### src/rtl/mips_pkg.sv
// mips_pkg: shared encodings for the immediate/target extension pipe.
//   ext_op_e : mode select encodings seen on ext_op
//   occ_e    : occupancy states of the 2-entry output buffer
package mips_pkg;

  localparam int OP_W = 3;

  typedef enum logic [OP_W-1:0] {
    EXT_ZERO = 3'b000,
    EXT_SIGN = 3'b001,
    EXT_BR   = 3'b010,
    EXT_LUI  = 3'b011,
    EXT_JAL  = 3'b100,
    EXT_BTA  = 3'b101
  } ext_op_e;

  typedef enum logic [1:0] {
    EMPTY = 2'd0,
    ONE   = 2'd1,
    TWO   = 2'd2
  } occ_e;

endpackage

### src/rtl/ext_pipe_if.sv
// ext_pipe_if: request/response handshake bundle for ext_pipe.
//   request : in_valid, in_ready, ext_op, imm, instr_index, pc
//   response: out_valid, out_ready, ext_out, out_err
//   slave   : the ext_pipe view; master: the requester/consumer view
interface ext_pipe_if #(
  parameter int DATA_W = 32,
  parameter int IMM_W  = 16,
  parameter int J_W    = 26
);
  logic              in_valid;
  logic              in_ready;
  logic [2:0]        ext_op;
  logic [IMM_W-1:0]  imm;
  logic [J_W-1:0]    instr_index;
  logic [DATA_W-1:0] pc;
  logic              out_valid;
  logic              out_ready;
  logic [DATA_W-1:0] ext_out;
  logic              out_err;

  modport slave (
    input  in_valid, ext_op, imm, instr_index, pc, out_ready,
    output in_ready, out_valid, ext_out, out_err
  );

  modport master (
    output in_valid, ext_op, imm, instr_index, pc, out_ready,
    input  in_ready, out_valid, ext_out, out_err
  );
endinterface

### src/rtl/ext_core.sv
// ext_core: combinational immediate / jump-target extension decode.
//   ext_op      in  mode select (mips_pkg::ext_op_e encodings)
//   imm         in  immediate field
//   instr_index in  jump target field
//   pc          in  address of the instruction
//   result      out extended value (0 for illegal ops)
//   err         out illegal-op flag
// Macro EXT_BRANCH_TARGET_EN enables op EXT_BTA (pc + 4 + sext(imm) << 2);
// without it EXT_BTA decodes as illegal.
module ext_core
  import mips_pkg::*;
#(
  parameter int DATA_W = 32,
  parameter int IMM_W  = 16,
  parameter int J_W    = 26
) (
  input  logic [OP_W-1:0]   ext_op,
  input  logic [IMM_W-1:0]  imm,
  input  logic [J_W-1:0]    instr_index,
  input  logic [DATA_W-1:0] pc,
  output logic [DATA_W-1:0] result,
  output logic              err
);

  logic [DATA_W-1:0] sext;
  logic [DATA_W-1:0] sext_sh;
  logic [DATA_W-1:0] bta;

  assign sext    = {{(DATA_W-IMM_W){imm[IMM_W-1]}}, imm};
  assign sext_sh = {sext[DATA_W-3:0], 2'b00};

`ifdef EXT_BRANCH_TARGET_EN
  localparam bit BTA_EN = 1'b1;
  // Wraps modulo 2^DATA_W by construction.
  assign bta = pc + DATA_W'(4) + sext_sh;
`else
  localparam bit BTA_EN = 1'b0;
  logic unused_pc_lo;
  assign bta          = '0;
  assign unused_pc_lo = ^pc[J_W+1:0];
`endif

  always_comb begin
    result = '0;
    err    = 1'b0;
    case (ext_op)
      EXT_ZERO: result = {{(DATA_W-IMM_W){1'b0}}, imm};
      EXT_SIGN: result = sext;
      EXT_BR:   result = sext_sh;
      EXT_LUI:  result = {imm, {(DATA_W-IMM_W){1'b0}}};
      EXT_JAL:  result = {pc[DATA_W-1:J_W+2], instr_index, 2'b00};
      EXT_BTA: begin
        if (BTA_EN) result = bta;
        else        err    = 1'b1;
      end
      default:  err = 1'b1;
    endcase
  end

endmodule

### src/rtl/ext_pipe.sv
// ext_pipe: extension decode followed by a 2-entry FIFO skid buffer.
//   clk   in  clock, rising edge
//   rst_n in  asynchronous active-low reset
//   flush in  synchronous discard of all buffered entries (beats push/pop)
//   bus   slave modport of ext_pipe_if (request and response handshakes)
// Macro EXT_BRANCH_TARGET_EN enables the branch-target op (see ext_core).
//
// state | meaning
// EMPTY | no entry buffered, out_valid low
// ONE   | head entry in slot 0
// TWO   | both slots full, in_ready low
module ext_pipe
  import mips_pkg::*;
#(
  parameter int DATA_W = 32,
  parameter int IMM_W  = 16,
  parameter int J_W    = 26
) (
  input  logic      clk,
  input  logic      rst_n,
  input  logic      flush,
  ext_pipe_if.slave bus
);

  occ_e              state, state_nxt;
  logic              in_ready_q;
  logic              push, pop;
  logic [DATA_W-1:0] core_data, data0, data1;
  logic              core_err, err0, err1;

  ext_core #(.DATA_W(DATA_W), .IMM_W(IMM_W), .J_W(J_W)) u_core (
    .ext_op      (bus.ext_op),
    .imm         (bus.imm),
    .instr_index (bus.instr_index),
    .pc          (bus.pc),
    .result      (core_data),
    .err         (core_err)
  );

  // in_ready is registered from the next state so out_ready never reaches
  // it combinationally; it also stays low until the first edge after reset.
  always_ff @(posedge clk or negedge rst_n) begin
    if (!rst_n) begin
      state      <= EMPTY;
      in_ready_q <= 1'b0;
    end else begin
      state      <= state_nxt;
      in_ready_q <= (state_nxt != TWO);
    end
  end

  always_comb begin
    push      = bus.in_valid && in_ready_q && !flush;
    pop       = (state != EMPTY) && bus.out_ready && !flush;
    state_nxt = state;
    if (flush) begin
      state_nxt = EMPTY;
    end else begin
      case (state)
        EMPTY: if (push) state_nxt = ONE;
        ONE: begin
          if (push && !pop)      state_nxt = TWO;
          else if (pop && !push) state_nxt = EMPTY;
        end
        TWO:   if (pop) state_nxt = ONE;
        default: state_nxt = EMPTY;
      endcase
    end
  end

  // Slot 0 is always the head; it only changes on a pop or when filling
  // an empty buffer, so the output holds while stalled.
  always_ff @(posedge clk or negedge rst_n) begin
    if (!rst_n) begin
      data0 <= '0;
      err0  <= 1'b0;
      data1 <= '0;
      err1  <= 1'b0;
    end else begin
      case (state)
        EMPTY: begin
          if (push) begin
            data0 <= core_data;
            err0  <= core_err;
          end
        end
        ONE: begin
          if (push && pop) begin
            data0 <= core_data;
            err0  <= core_err;
          end else if (push) begin
            data1 <= core_data;
            err1  <= core_err;
          end
        end
        TWO: begin
          if (pop) begin
            data0 <= data1;
            err0  <= err1;
          end
        end
        default: ;
      endcase
    end
  end

  assign bus.in_ready  = in_ready_q;
  assign bus.out_valid = (state != EMPTY);
  assign bus.ext_out   = data0;
  assign bus.out_err   = err0;

endmodule

### src/flat_wrapper.sv
// flat-port wrapper written by rule: the top's interface ports become plain ports
module ext_pipe_flat import mips_pkg::*;
#(
  parameter int DATA_W = 32,
  parameter int IMM_W  = 16,
  parameter int J_W    = 26
)
  (clk, rst_n, flush, bus_in_valid, bus_ext_op, bus_imm, bus_instr_index, bus_pc, bus_out_ready, bus_in_ready, bus_out_valid, bus_ext_out, bus_out_err);
  ext_pipe_if #(.DATA_W(DATA_W), .IMM_W(IMM_W), .J_W(J_W)) bus_i ();
  input  logic clk;
  input  logic rst_n;
  input  logic flush;
  input wire logic [$bits(bus_i.in_valid)-1:0] bus_in_valid;
  input wire logic [$bits(bus_i.ext_op)-1:0] bus_ext_op;
  input wire logic [$bits(bus_i.imm)-1:0] bus_imm;
  input wire logic [$bits(bus_i.instr_index)-1:0] bus_instr_index;
  input wire logic [$bits(bus_i.pc)-1:0] bus_pc;
  input wire logic [$bits(bus_i.out_ready)-1:0] bus_out_ready;
  output wire logic [$bits(bus_i.in_ready)-1:0] bus_in_ready;
  output wire logic [$bits(bus_i.out_valid)-1:0] bus_out_valid;
  output wire logic [$bits(bus_i.ext_out)-1:0] bus_ext_out;
  output wire logic [$bits(bus_i.out_err)-1:0] bus_out_err;
  assign bus_i.in_valid = bus_in_valid;
  assign bus_i.ext_op = bus_ext_op;
  assign bus_i.imm = bus_imm;
  assign bus_i.instr_index = bus_instr_index;
  assign bus_i.pc = bus_pc;
  assign bus_i.out_ready = bus_out_ready;
  assign bus_in_ready = bus_i.in_ready;
  assign bus_out_valid = bus_i.out_valid;
  assign bus_ext_out = bus_i.ext_out;
  assign bus_out_err = bus_i.out_err;
  ext_pipe #(.DATA_W(DATA_W), .IMM_W(IMM_W), .J_W(J_W)) u_core (.clk(clk), .rst_n(rst_n), .flush(flush), .bus(bus_i));
endmodule
### config.mk
export PLATFORM = sky130hd
export DESIGN_NAME = ext_pipe_flat
export DESIGN_NICKNAME = d
export VERILOG_FILES = /design/src/rtl/mips_pkg.sv /design/src/rtl/ext_pipe_if.sv /design/src/rtl/ext_core.sv /design/src/rtl/ext_pipe.sv /design/src/flat_wrapper.sv
export SDC_FILE = /design/constraint.sdc
export NUM_CORES = 1
export LEC_CHECK = 0
export ABC_CLOCK_PERIOD_IN_PS = 3800
export BUFFER_PORTS_ARGS = -buffer_cell sky130_fd_sc_hd__buf_2
export CAP_MARGIN = 30
export CORE_MARGIN = 5
export CORE_UTILIZATION = 55
export CTS_CLUSTER_DIAMETER = 60
export DETAILED_ROUTE_END_ITERATION = 16
export GPL_ROUTABILITY_DRIVEN = 0
export PLACE_DENSITY = 0.85
export RECOVER_POWER = 100
export SETUP_SLACK_MARGIN = 0.2
export SYNTH_ARGS = -nofsm -noshare
export SYNTH_HDL_FRONTEND = slang
export SYNTH_SLANG_ARGS = --single-unit
### constraint.sdc
create_clock -name clk -period 3.8 [get_ports clk]
set_clock_uncertainty 0.15 [all_clocks]
set_input_delay 0.38 -clock clk [delete_from_list [all_inputs] [get_ports clk]]
set_output_delay 0.38 -clock clk [all_outputs]
set_load 0.005 [all_outputs]
Word-level counts from Yosys, hierarchy flattened. Index checks and enable logic that the tools add are counted.

Logic and storage cells: 50. Input bits: 82. Flip-flop bits (word level): 69.

Bitwise gates (word level): 1. Mux-type cells: 16. Equal/unequal tests: 10. Reduce and logical (&&, ||, !) cells: 17.

Operators with widths (number): $pmux W32 S5 (1); $mux W32 (3); $pmux W32 S3 (1); $mux W2 (5); $logic_and A1 B1 Y1 (7); $eq A3 B2 Y1 const B (2); $ne A2 B1 Y1 const B (3); $pmux W2 S3 (1); $reduce_or A5 Y1 (1); $mux W1 (4); $reduce_and A4 Y1 (1); $eq A3 B1 Y1 const B (1); $eq A3 B3 Y1 const B (1); $logic_not A1 Y1 (3); $logic_not A3 Y1 (1); $pmux W1 S3 (1); $reduce_and A3 Y1 (1); $reduce_bool A3 Y1 (1); $eq A2 B1 Y1 const B (1); $eq A2 B2 Y1 const B (1); $logic_not A2 Y1 (1); $ne A2 B2 Y1 const B (1); $reduce_bool A2 Y1 (1); $not A1 Y1 (1).

Logic depth before layout (Yosys ltp). Gate-level depths: netlist of run 1.

Word-level depth: 9. Depth in mapped cells: 7.

Cells and area by module. Synthesis of run 1 repeated with hierarchy kept, for this count alone.

Cell total of the unflattened synthesis: 334. Area, all modules: 3890.0 um^2.

By module, submodules not included: ext_pipe (seq. area each 1726.7 um^2, instances 1, area an instance 2951.6 um^2, cells each 232); ext_core (seq. area each 0.0 um^2, instances 1, area an instance 938.4 um^2, cells each 102).

Least setup slack after synthesis of run 1. Ideal clock, no wire load.

Path kind: input-to-reg. From: input bus_ext_op[1]. To: register u_core.data0[20] (netlist: u_core.bus.ext_out[20]). Required time: 3.532 ns. Stages on the path: 6. Setup slack: 1.967 ns. Setup time: 0.118 ns. Arrival time: 1.565 ns. Path through: buf_4 > buf_2 > mux2_2 > a221oi_1 > a211oi_1 > a21o_1.

Word-level cells in the longest chain between the ends: 4. Elaborated cells between the ends (all ways): 9. Classes of those cells: eq/ne: 4; mux: 4; reduce/logical: 1.

Ends and longest elaborated chain: start, declared (RTL line flat_wrapper.sv:14) `input wire logic [$bits(bus_i.ext_op)-1:0] bus_ext_op;`; $eq A3 B3 Y1 (tied with other cells) (RTL line ext_core.sv:46) `case (ext_op)`; $pmux W32 S5 * (RTL line ext_core.sv:46); $mux W32, on equally long branches (RTL line ext_pipe.sv:88, ext_pipe.sv:82); $pmux W32 S3 * (RTL line ext_pipe.sv:80) `case (state)`; end signal, assigned (RTL line ext_pipe.sv:83) `data0 <= core_data;`; end signal, assigned (RTL line ext_pipe.sv:89) `data0 <= core_data;`; end signal, assigned (RTL line ext_pipe.sv:98) `data0 <= data1;`; end, declared (RTL line ext_pipe.sv:28) `logic [DATA_W-1:0] core_data, data0, data1;`.

Mark *: on every way between the ends. The rest lies on a longest branch, timed or not. The select of a mux whose other input is x is not followed. A chain may end at the register's enable or synchronous reset.

Worst setup path after layout of run 1.
From: input bus_ext_op[2]. To: register u_core.data0[24] (netlist: u_core.bus.ext_out[24]).

The elaborated chain is that of the path after synthesis.

==> metrics.txt, run 1 <==
status=complete, but fails checks; failing checks=max-capacitance violations, max-slew violations; critical path startpoint category=input port; register bit total from synthesis=69; max-cap violations=1; cell with the most instances after synthesis=dfrtp_1; DR DRC count=0; GR Layer Usage met1=0.301; XOR/XNOR Fraction of Synth Area=0; final worst-path cycle share=0.680; GRT Total Usage=0.234; buffers and inverters on the worst path=2; routed len/inst=18.1 µm; Vias=3332; Die W=93.1 µm; Least-Margin Pin Slew=1.84 ns; post-synthesis mux area share=0.0707; Max FO, Critical Path=31; clk buf depth=2; setup-violating endpoint count in the final report=0; Seq/Total Area, Yosys=0.454; Lkg Pwr=0.00212 µW; post-synthesis cell count=388; Post-synth EDFFs=0; met3 usage=0.0491; core area=0.00676 mm²; reg2reg end=u_core.bus.ext_out[24]$_DFFE_PN0P_; synthesized net count=470; compound-cell area share of the yosys netlist=0.247; area share of the leading cell type in the synthesized netlist=0.454; CTS tree=done; initial antenna violation count=0; multi-input logic area=0.00187 mm²; total power=1850 µW; Syn Std Cell Area=0.00380 mm²; Rows=30; fraction of layout cells with a size suffix above 1=0.254; largest net degree at the start of global routing=68; TNS Setup=0 ns; largest area contributor in the netlist=dfrtp_1; DRT Pass-1 Iters=5; Initial Util=0.563; worst min-delay path endpoint=u_core.state[0]$_DFF_PN0_; Final #Nets=539; worst rel slew slack=-0.225; Synthesis Warnings=0; DRT iter0 DRCs=263; Pins Over Slew Limit=35; adder-cell share of the synthesized area=0; crit end category=register; worst vdd ir=222 µV; Inserted Diodes=0; Reg2Reg Depth=5; H-tree levels=3; Final HPWL DP=6.83 mm; RSZ-0062 raised after global routing=false; Worst EP required=3.93 ns; area growth from synthesis to layout=14.3%; global route total overflow=0; met2 usage=0.367; post-route minimum period=2.58 ns; main area contributors after synthesis=dfrtp_1, mux2_2, a211oi_1, a21o_1, nand2_1; Chip Height=93.1 µm; top_reg_cell synth=dfrtp_1; Post-Synth Simple-Gate Area=0.178; setup bufs post-CTS=0; Tightest Hold Check Type=in -> reg; clock latency on the worst-skew pair=0.34 ns; combinational family with the most area after synthesis=compound AO/OA/AOI/OAI gates; via count of the first global-routing pass=3221; Hold Crit Start=flush; top post-synthesis cells by count=dfrtp_1, nand2_1, a211oi_1; IO Count=117; Max Fclk=0.387 GHz; PwrDens=425 mW/mm²; syn_area_per_cell=9.80 µm²; FF+latch area=0.00173 mm²; Root Buffer=clkbuf_8; Worst path max stage delay=0.62 ns; synth unique cells=37; WL final=9.76 mm; most crowded layer after global routing=met2; Fin. Hold Viols=0; Antenna Nets Post-Route=0; post-DR vias/cell=6.17; Crit. Startpoint=bus_ext_op[2]; WP data arrival=2.72 ns; r2r setup slk=1.60 ns; Filler cells=565; Port Buffer Count=88; Critical-path top delay cell=nor3b_4; first-pass GRT wire length=15.9 mm; die area=0.00868 mm²; clk slew on worst S/H paths=0.07 ns; critical path cell sequence=buf_2, nor3b_4, clkbuf_1, a221oi_1, a211oi_1, a21o_1; Worst path top cell family by delay=buffers and inverters; critical path class=in -> reg; CTS Buf Count=9; Post-synth ARST share=1.00; CTS sink count=69; WHS Path Cells=2; Reg-to-Reg Start=u_core.state[0]$_DFF_PN0_
## metal layers
layer / wire, µm / part of all wire / up-vias
met5: 0 / 0 / -
met4: 352 / 0.036 / 0
met3: 709 / 0.073 / 32
met2: 4640 / 0.48 / 163
met1: 4060 / 0.42 / 1580
li1: - / - / 1557
## per-stage QoR
| step | instances | area (µm²) | util | worst slack [ns] | hold slack [ns] |
|---|---|---|---|---|---|
| final | 540 | 4350 | 0.644 | 1.22 | 0.111 |
| after global routing | 540 | 4350 | 0.644 | 0.813 | 0.121 |
| after CTS | 540 | 4390 | 0.650 | 1.60 | 0.0964 |
| after detailed placement | 525 | 4200 | 0.621 | 1.26 | 0.310 |
| after global placement | 524 | 4180 | 0.618 | 1.30 | 0.303 |
| after floorplan | 388 | 3800 | - | 1.97 | -0.0656 |
## sequential cells by signal, indices dropped and copies added (netlist names)
register / flops
u_core.bus.out_err: 1
u_core.bus.in_ready: 1
u_core.data1: 32
u_core.bus.ext_out: 32
u_core.err1: 1
u_core.state: 2
## placed cells by master, fill, tap and decap left out, types with 4 or more instances in the layout
| cell type | count |
|---|---|
| a21oi_1 | 9 |
| and4bb_2 | 5 |
| nor4bb_1 | 4 |
| o211ai_1 | 7 |
| o21ai_0 | 34 |
| and2_1 | 8 |
| a21o_1 | 25 |
| nor3b_1 | 7 |
| nor2_1 | 26 |
| nand3_1 | 9 |
| mux2_2 | 22 |
| a221oi_1 | 15 |
| dfrtp_1 | 69 |
| nand2_1 | 48 |
| clkbuf_8 | 13 |
| a211oi_1 | 30 |
| nor2b_1 | 10 |
| buf_2 | 69 |
| a2bb2oi_1 | 7 |
| clkbuf_1 | 20 |
## layout make-up
class	instances	area share
Clock inverter	1	0.00115
Sequential cell	69	0.397
Timing Repair Buffer	93	0.107
Multi-Input combinational cell	284	0.431
Clock buffer	13	0.0412
Tap cell	80	0.0230
## report_power, final
group / leakage, µW / internal, µW / switching [µW] / total [µW]
combinational: 0.00111 / 171 / 190 / 361
clock: 0.0000974 / 300 / 255 / 555
sequential: 0.000908 / 862 / 69.8 / 932
total: 0.00212 / 1330 / 515 / 1850
## worst register-to-register path: cells and delay by family (launching register included)
kind | cells | cell delay, ns
simple gates | 1 | 0.17
buf+inv | 1 | 0.31
flops | 1 | 0.42
compound gates | 3 | 1.10
## logic make-up (layout without fill, tap and decap cells)
logic type | after synthesis | in the layout
AND/OR/NAND/NOR | 126 | 126
flip-flops | 69 | 69
buffers and inverters | 35 | 107
AO/OA/AOI/OAI | 134 | 134
multiplexers | 24 | 24
## what timing repair did
item,CTS,global route
gates resized for setup,0,0
hold endpoints to repair,33,0
hold buffers,1,0
setup endpoints to repair,0,0
## how the worst max path moves through the flow
| stage | endpoint | cells after the start |
|---|---|---|
| floorplan | u_core.bus.ext_out[20]$_DFFE_PN0P_ | 6 |
| global placement | u_core.bus.ext_out[17]$_DFFE_PN0P_ | 6 |
| detailed placement | u_core.bus.ext_out[24]$_DFFE_PN0P_ | 6 |
| CTS | u_core.bus.ext_out[24]$_DFFE_PN0P_ | 6 |
| global route | u_core.data1[21]$_DFFE_PN0P_ | 3 |
| finish | u_core.bus.ext_out[24]$_DFFE_PN0P_ | 6 |
Power figures use the tool's default switching activity.
==> inputs of run 2 (changes only) <==
- ABC_AREA: unset -> 1
- ABC_CLOCK_PERIOD_IN_PS: 3800 -> 2500
- CORE_UTILIZATION: 55 -> 51
- PLACE_DENSITY: 0.85 -> 0.8
- clock period: 3.8 -> 2.5 ns (I/O delays scaled with it)
==> run 2 against run 1 <==
Against the previous run:
- the flow now finishes without violations
- via count rose by 14%
- die area grew 5.6%
- cell count up 32%
- routed wire length up 2.9%
- count of clock-buffer cells in the layout down 1
- synthesized cell count grew 38%
- global-route usage shrank 0.26 points
- register-to-register slack worse by 0.96 ns
- area after synthesis decreased by 1.5%
==> metrics.txt, run 2 <==
status=finished clean; via count of the first global-routing pass=3474 (+7.9%); Chip Height=95.7 µm (+2.7%); core area=0.00721 mm² (+6.8%); largest net degree at the start of global routing=67 (-1.5%); Tightest Hold Check Type=in -> reg; r2r setup slk=0.64 ns (-0.96 ns); crit end category=register; clk slew on worst S/H paths=0.07 ns (about the same); area share of the leading cell type in the synthesized netlist=0.461 (+0.00683); clock latency on the worst-skew pair=0.34 ns (about the same); met2 wire length=4.40 mm (-5.3%); top layer in use=met4; DRT iter0 DRCs=249 (-5.3%); Worst EP required=2.56 ns (-1.37 ns); leading cell type in the layout, fill and taps excluded=nand2_1; fraction of layout cells with a size suffix above 1=0.172 (-0.0823); initial antenna violation count=0 (unchanged); largest area contributor in the netlist=dfrtp_1; Fin. Hold Viols=0 (unchanged); GRT Total Usage=0.231 (-0.00258); post-synthesis cell count=537 (+38%); Routed met3 length=954 µm (+35%); Lkg Pwr=0.00259 µW (+22%); WL final=10.0 mm (+2.9%); CTS Buf Count=9 (unchanged); worst setup margin=0.471 ns (-0.745 ns); Max Fclk=0.493 GHz; worst rel slew slack=0.0330 (+0.258); syn_area_per_cell=6.98 µm² (-29%); Max FO, Critical Path=46 (+48%); critical path class=in -> reg; register bit total from synthesis=69 (unchanged); PwrDens=662 mW/mm² (+56%); Synthesis Warnings=0 (unchanged); Post-synth ARST share=1.00 (unchanged); synthesized net count=619 (+32%); Placed Area=0.00421 mm² (+0.21%); Rows=31 (+3.3%); critical path startpoint category=input port; Pins Over Slew Limit=0 (-100%); pre-CTS WS=0.638 ns (-0.621 ns); area growth from synthesis to layout=16.8%; DRT Pass-1 Iters=5 (unchanged); Crit. Startpoint=flush; die area=0.00916 mm² (+5.6%); critical path endpoint=u_core.data1[30]$_DFFE_PN0P_; TNS Setup=0 ns (unchanged); Port Buffer Count=88 (unchanged); wire length on met1=4.43 mm (+9.2%); Final HPWL DP=6.95 mm (+1.7%); Root Buffer=clkbuf_8; Hold Crit Start=bus_imm[0]; first-pass GRT wire length=16.4 mm (+2.9%); most frequent cells in the layout=nand2_1, nor2_1, buf_2, dfrtp_1, nand3_1; synth unique cells=19 (-49%); top_reg_cell synth=dfrtp_1; Die W=95.7 µm (+2.7%); Seq/Total Area, Yosys=0.461 (+0.00683); worst vdd ir=336 µV (+51%); WP data arrival=2.08 ns (-0.64 ns); Final #Nets=693 (+29%); Syn Std Cell Area=0.00375 mm² (-1.5%); Vias=3798 (+14%); main area contributors after synthesis=dfrtp_1, nand2_1, nor2_1, nand4_1, nand3_1; max-cap violations=0 (-1); H-tree levels=3 (unchanged); post-DR vias/cell=5.31 (-14%); Inserted Diodes=0 (unchanged); cell with the most instances after synthesis=nand2_1; RSZ-0062 raised after global routing=false; Least-Margin Pin Slew=1.45 ns (-0.386 ns); CTS sink count=69 (unchanged); Post-synth EDFFs=0 (unchanged); CTS tree=done; IO Count=117 (unchanged); top post-synthesis cells by count=nand2_1, nor2_1, dfrtp_1; Design Area, Final=0.00438 mm² (+0.63%); Reg-to-Reg Start=u_core.state[1]$_DFF_PN0_; clk buf depth=2 (unchanged); Post-CTS Resized=0 (unchanged); Initial Util=0.519 (-0.0435); setup-violating endpoint count in the final report=0 (unchanged); reg2reg end=u_core.bus.ext_out[1]$_DFFE_PN0P_; global route total overflow=0 (unchanged); Reg2Reg Depth=6 (+1); Antenna Nets Post-Route=0 (unchanged); routed len/inst=14.0 µm (-22%); post-route minimum period=2.03 ns; DR DRC count=0 (unchanged); final worst-path cycle share=0.811; final core utilization=0.606 (-0.0370)
==> run 2: cell count changes after synthesis, moves of 25 or more <==
cell / before / now
nand3_1: 9 / 37
nand2_1: 48 / 232
nor2_1: 26 / 78
nand4_1: 0 / 33
a211oi_1: 30 / 0
a21o_1: 25 / 0
==> run 2: power by group <==
group | leakage (µW) | switching [µW] | total, µW | internal (µW)
clock | 0.0000921 | 432 | 842 | 410
sequential | 0.000910 | 114 | 1450 | 1340
combinational | 0.00159 | 362 | 605 | 243
total | 0.00259 | 908 | 2900 | 1990
==> run 2: worst min path at each step <==
| stage | to | slack [ns] | cells after the start |
|---|---|---|---|
| 2_1_floorplan | u_core.bus.ext_out[0]$_DFFE_PN0P_ | -0.20 | 0 |
| 3_3_place_gp | u_core.bus.ext_out[19]$_DFFE_PN0P_ | 0.14 | 1 |
| 3_5_place_dp | u_core.bus.ext_out[19]$_DFFE_PN0P_ | 0.15 | 1 |
| 4_1_cts | u_core.data1[0]$_DFFE_PN0P_ | 0.08 | 3 |
| 5_1_grt | u_core.data1[0]$_DFFE_PN0P_ | 0.10 | 3 |
| 6_report | u_core.data1[0]$_DFFE_PN0P_ | 0.09 | 3 |
==> run 2: critical path, cell delays in order <==
cell           delay [ns]
dlygate4sd3_1        0.53
buf_2                0.12
inv_1                0.10
nand2_1              0.11
nand2_1              0.34
buf_4                0.45
o21ai_0              0.18
==> run 2: layout make-up <==
cell class | count | area (µm²)
fillers | 705 | 2840
multi-input cells | 422 | 1790
flip-flops and latches | 69 | 1730
repair buffers | 97 | 509
clock buffers | 12 | 155
well taps | 99 | 124
inverters | 12 | 45.0
clock inverters | 4 | 22.5
==> run 2: metal layers <==
layer	global-route usage	vias up
met5	0	-
met4	0.0806	0
met3	0.0422	27
met2	0.346	191
met1	0.336	1707
li1	-	1873
==> run 2: cell families after synthesis <==
family	Yosys count	share of synthesized area
and+or+nand+nor	386	0.430
DFF	69	0.461
buffers and inverters	46	0.0611
AOI/OAI and AO/OA	36	0.0481
==> run 2: per-stage QoR <==
step	power [µW]	hold slack, ns	std cells
2_1_floorplan	1820	-0.196	537
3_3_place_gp	2070	0.142	697
3_5_place_dp	2090	0.148	697
4_1_cts	2930	0.0787	715
5_1_grt	3090	0.100	715
6_report	2900	0.0937	715
==> run 2: repair_timing <==
action | in CTS | in global routing
setup buffers | 0 | 0
hold buffers | 2 | 0
endpoints found under the hold margin | 25 | 0
==> inputs of run 3 (changes only) <==
- ABC_AREA: 1 -> 0
- ABC_CLOCK_PERIOD_IN_PS: 2500 -> 1900
- CORE_UTILIZATION: 51 -> 52
- PLACE_DENSITY: 0.8 -> 0.81
- clock period: 2.5 -> 1.9 ns (I/O delays scaled with it)
==> run 3 against run 2 <==
Against the previous run:
- the run now ends with negative hold slack left
- critical path depth shrank 3
- power grew 37%
- routed wire length grew 29%
- worst setup slack lost 0.44 ns
- hold slack lost 0.11 ns
- die area shrank 0.41%
- sequential cell count is the same
- cell area grew 14%
- global-route usage grew 1.6 points
- first-iteration DRC count grew 65%
- count of clock-buffer cells in the layout grew 1
- cell count shrank 17%
==> metrics.txt, run 3 (synthesized netlist as in run 1, its figures left out) <==
status=complete, but fails checks; failing checks=negative hold slack; r2r setup slk=0.03 ns (-0.61 ns); routed len/inst=22.0 µm (+56%); Final HPWL DP=6.85 mm (-1.4%); Placed Area=0.00437 mm² (+3.8%); post-route minimum period=1.87 ns; Worst EP required=1.99 ns (-0.57 ns); Rows=31 (unchanged); Max Fclk=0.536 GHz; Antenna Nets Post-Route=0 (unchanged); WL final=13.0 mm (+29%); Root Buffer=clkbuf_8; DR DRC count=0 (unchanged); DRT Pass-1 Iters=7 (+2); FF+latch area=0.00173 mm² (about the same); Crit. Startpoint=u_core.state[0]$_DFF_PN0_; worst rel slew slack=0.358 (+0.325); first-pass GRT wire length=17.2 mm (+5.1%); Filler cells=509 (-28%); RSZ-0062 raised after global routing=true; H-tree levels=3 (unchanged); WP data arrival=1.95 ns (-0.13 ns); setup-violating endpoint count in the final report=0 (unchanged); CTS Buf Count=9 (unchanged); most frequent cells in the layout=buf_2, dfrtp_1, nand2_1, nor2_1, a21o_1; Reg2Reg Depth=4 (-2); crit end category=register; Lkg Pwr=0.00238 µW (-8.3%); critical path startpoint category=register; initial antenna violation count=0 (unchanged); Max FO, Critical Path=17 (-63%); largest net degree at the start of global routing=70 (+4.5%); Fin. Hold Viols=1 (+1); multi-input logic area=0.00207 mm² (+15%); GRT Total Usage=0.247 (+0.0161); max-cap violations=0 (unchanged); die area=0.00912 mm² (-0.41%); Vias=3785 (-0.34%); core area=0.00718 mm² (-0.54%); DRT iter0 DRCs=411 (+65%); critical path class=reg -> reg; Least-Margin Pin Slew=0.963 ns (-0.487 ns); clk slew on worst S/H paths=0.07 ns (about the same); Initial Util=0.530 (+0.0107); area growth from synthesis to layout=31.5%; CTS tree=done; hold slack=-0.0166 ns (-0.110 ns); CTS sink count=69 (unchanged); Final #Nets=571 (-18%); Chip Height=95.5 µm (-0.20%); worst vdd ir=475 µV (+41%); IO Count=117 (unchanged); leading cell type in the layout, fill and taps excluded=buf_2; via count of the first global-routing pass=3438 (-1.0%); fraction of layout cells with a size suffix above 1=0.362 (+0.190); global route total overflow=0 (unchanged); Inserted Diodes=0 (unchanged); reg2reg end=u_core.data1[20]$_DFFE_PN0P_; clock latency on the worst-skew pair=0.35 ns (about the same); post-DR vias/cell=6.40 (+21%); final worst-path cycle share=0.982; TNS Setup=0 ns (unchanged); Port Buffer Count=88 (unchanged); clk buf depth=2 (unchanged); Reg-to-Reg Start=u_core.state[0]$_DFF_PN0_; critical path endpoint=u_core.data1[20]$_DFFE_PN0P_; Design Area, Final=0.00500 mm² (+14%); Die W=95.5 µm (-0.20%); Tightest Hold Check Type=in -> reg; Pins Over Slew Limit=0 (unchanged); PwrDens=791 mW/mm² (+19%)
run 3: cell count changes in the layout (fill, tap and decap cells not counted), sizes merged, moves of 11 or more:
| cell | change |
|---|---|
| mux2 | +23 |
| a21o | +25 |
| nand2 | -185 |
| nand4 | -33 |
| a211oi | +30 |
| nand3 | -30 |
| nor2 | -55 |
| inv | -11 |
| clkbuf | +14 |
| a221oi | +15 |
run 3: layout make-up:
| class | count | area share |
|---|---|---|
| Multi-Input combinational cell | 284 | 0.414 |
| Sequential cell | 69 | 0.346 |
| Timing Repair Buffer | 125 | 0.179 |
| Clock buffer | 13 | 0.0358 |
| Tap cell | 99 | 0.0248 |
| Clock inverter | 1 | 0.00100 |
run 3: power by group:
group / internal (µW) / switching [µW]
sequential: 1720 / 161
combinational: 449 / 475
clock: 601 / 546
total: 2770 / 1180
run 3: routing by layer:
| layer | part of all wire | vias to the layer above | GRT usage |
|---|---|---|---|
| met2 | 0.48 | 274 | 0.398 |
| met3 | 0.095 | 50 | 0.0442 |
| met1 | 0.39 | 1825 | 0.319 |
| li1 | - | 1636 | - |
| met4 | 0.037 | 0 | 0.127 |
| met5 | 0 | - | 0 |
run 3: critical path, cell delays in order (launching register included):
cell       delay [ns]
dfrtp_1          0.34
nor2b_4          0.16
or4b_4           0.59
clkbuf_16        0.24
o21ai_0          0.27
run 3: how the worst min path moves through the flow:
stage,to,slack (ns),depth (start not counted),start
floorplan,u_core.bus.ext_out[0]$_DFFE_PN0P_,-0.26,0,rst_n
global placement,u_core.data1[10]$_DFFE_PN0P_,0.09,2,rst_n
detailed placement,u_core.bus.ext_out[31]$_DFFE_PN0P_,0.1,2,rst_n
CTS,u_core.data1[29]$_DFFE_PN0P_,0.006,3,bus_pc[29]
global route,u_core.data1[2]$_DFFE_PN0P_,0.008,3,bus_instr_index[0]
finish,u_core.data1[2]$_DFFE_PN0P_,-0.02,3,bus_instr_index[0]
run 3: stage by stage:
| step | cells | worst slack (ns) | utilization | total power, µW | hold WS, ns |
|---|---|---|---|---|---|
| 2_1_floorplan | 388 | 0.225 | - | 2310 | -0.256 |
| 3_3_place_gp | 556 | 0.116 | 0.609 | 2610 | 0.0924 |
| 3_5_place_dp | 556 | 0.0803 | 0.609 | 2660 | 0.0959 |
| 4_1_cts | 582 | 0.115 | 0.670 | 3850 | 0.00597 |
| 5_1_grt | 591 | 0.0163 | 0.697 | 4120 | 0.00780 |
| 6_report | 591 | 0.0343 | 0.697 | 3960 | -0.0166 |
run 3: repair_timing:
action / in CTS / in global routing
hold buffers: 8 / 0
hold endpoints to repair: 78 / 0
buffers inserted: 2 / 1
setup endpoints to repair: 39 / 68
pin swaps: 1 / 15
gates cloned: 2 / 8
resized for setup: 22 / 40
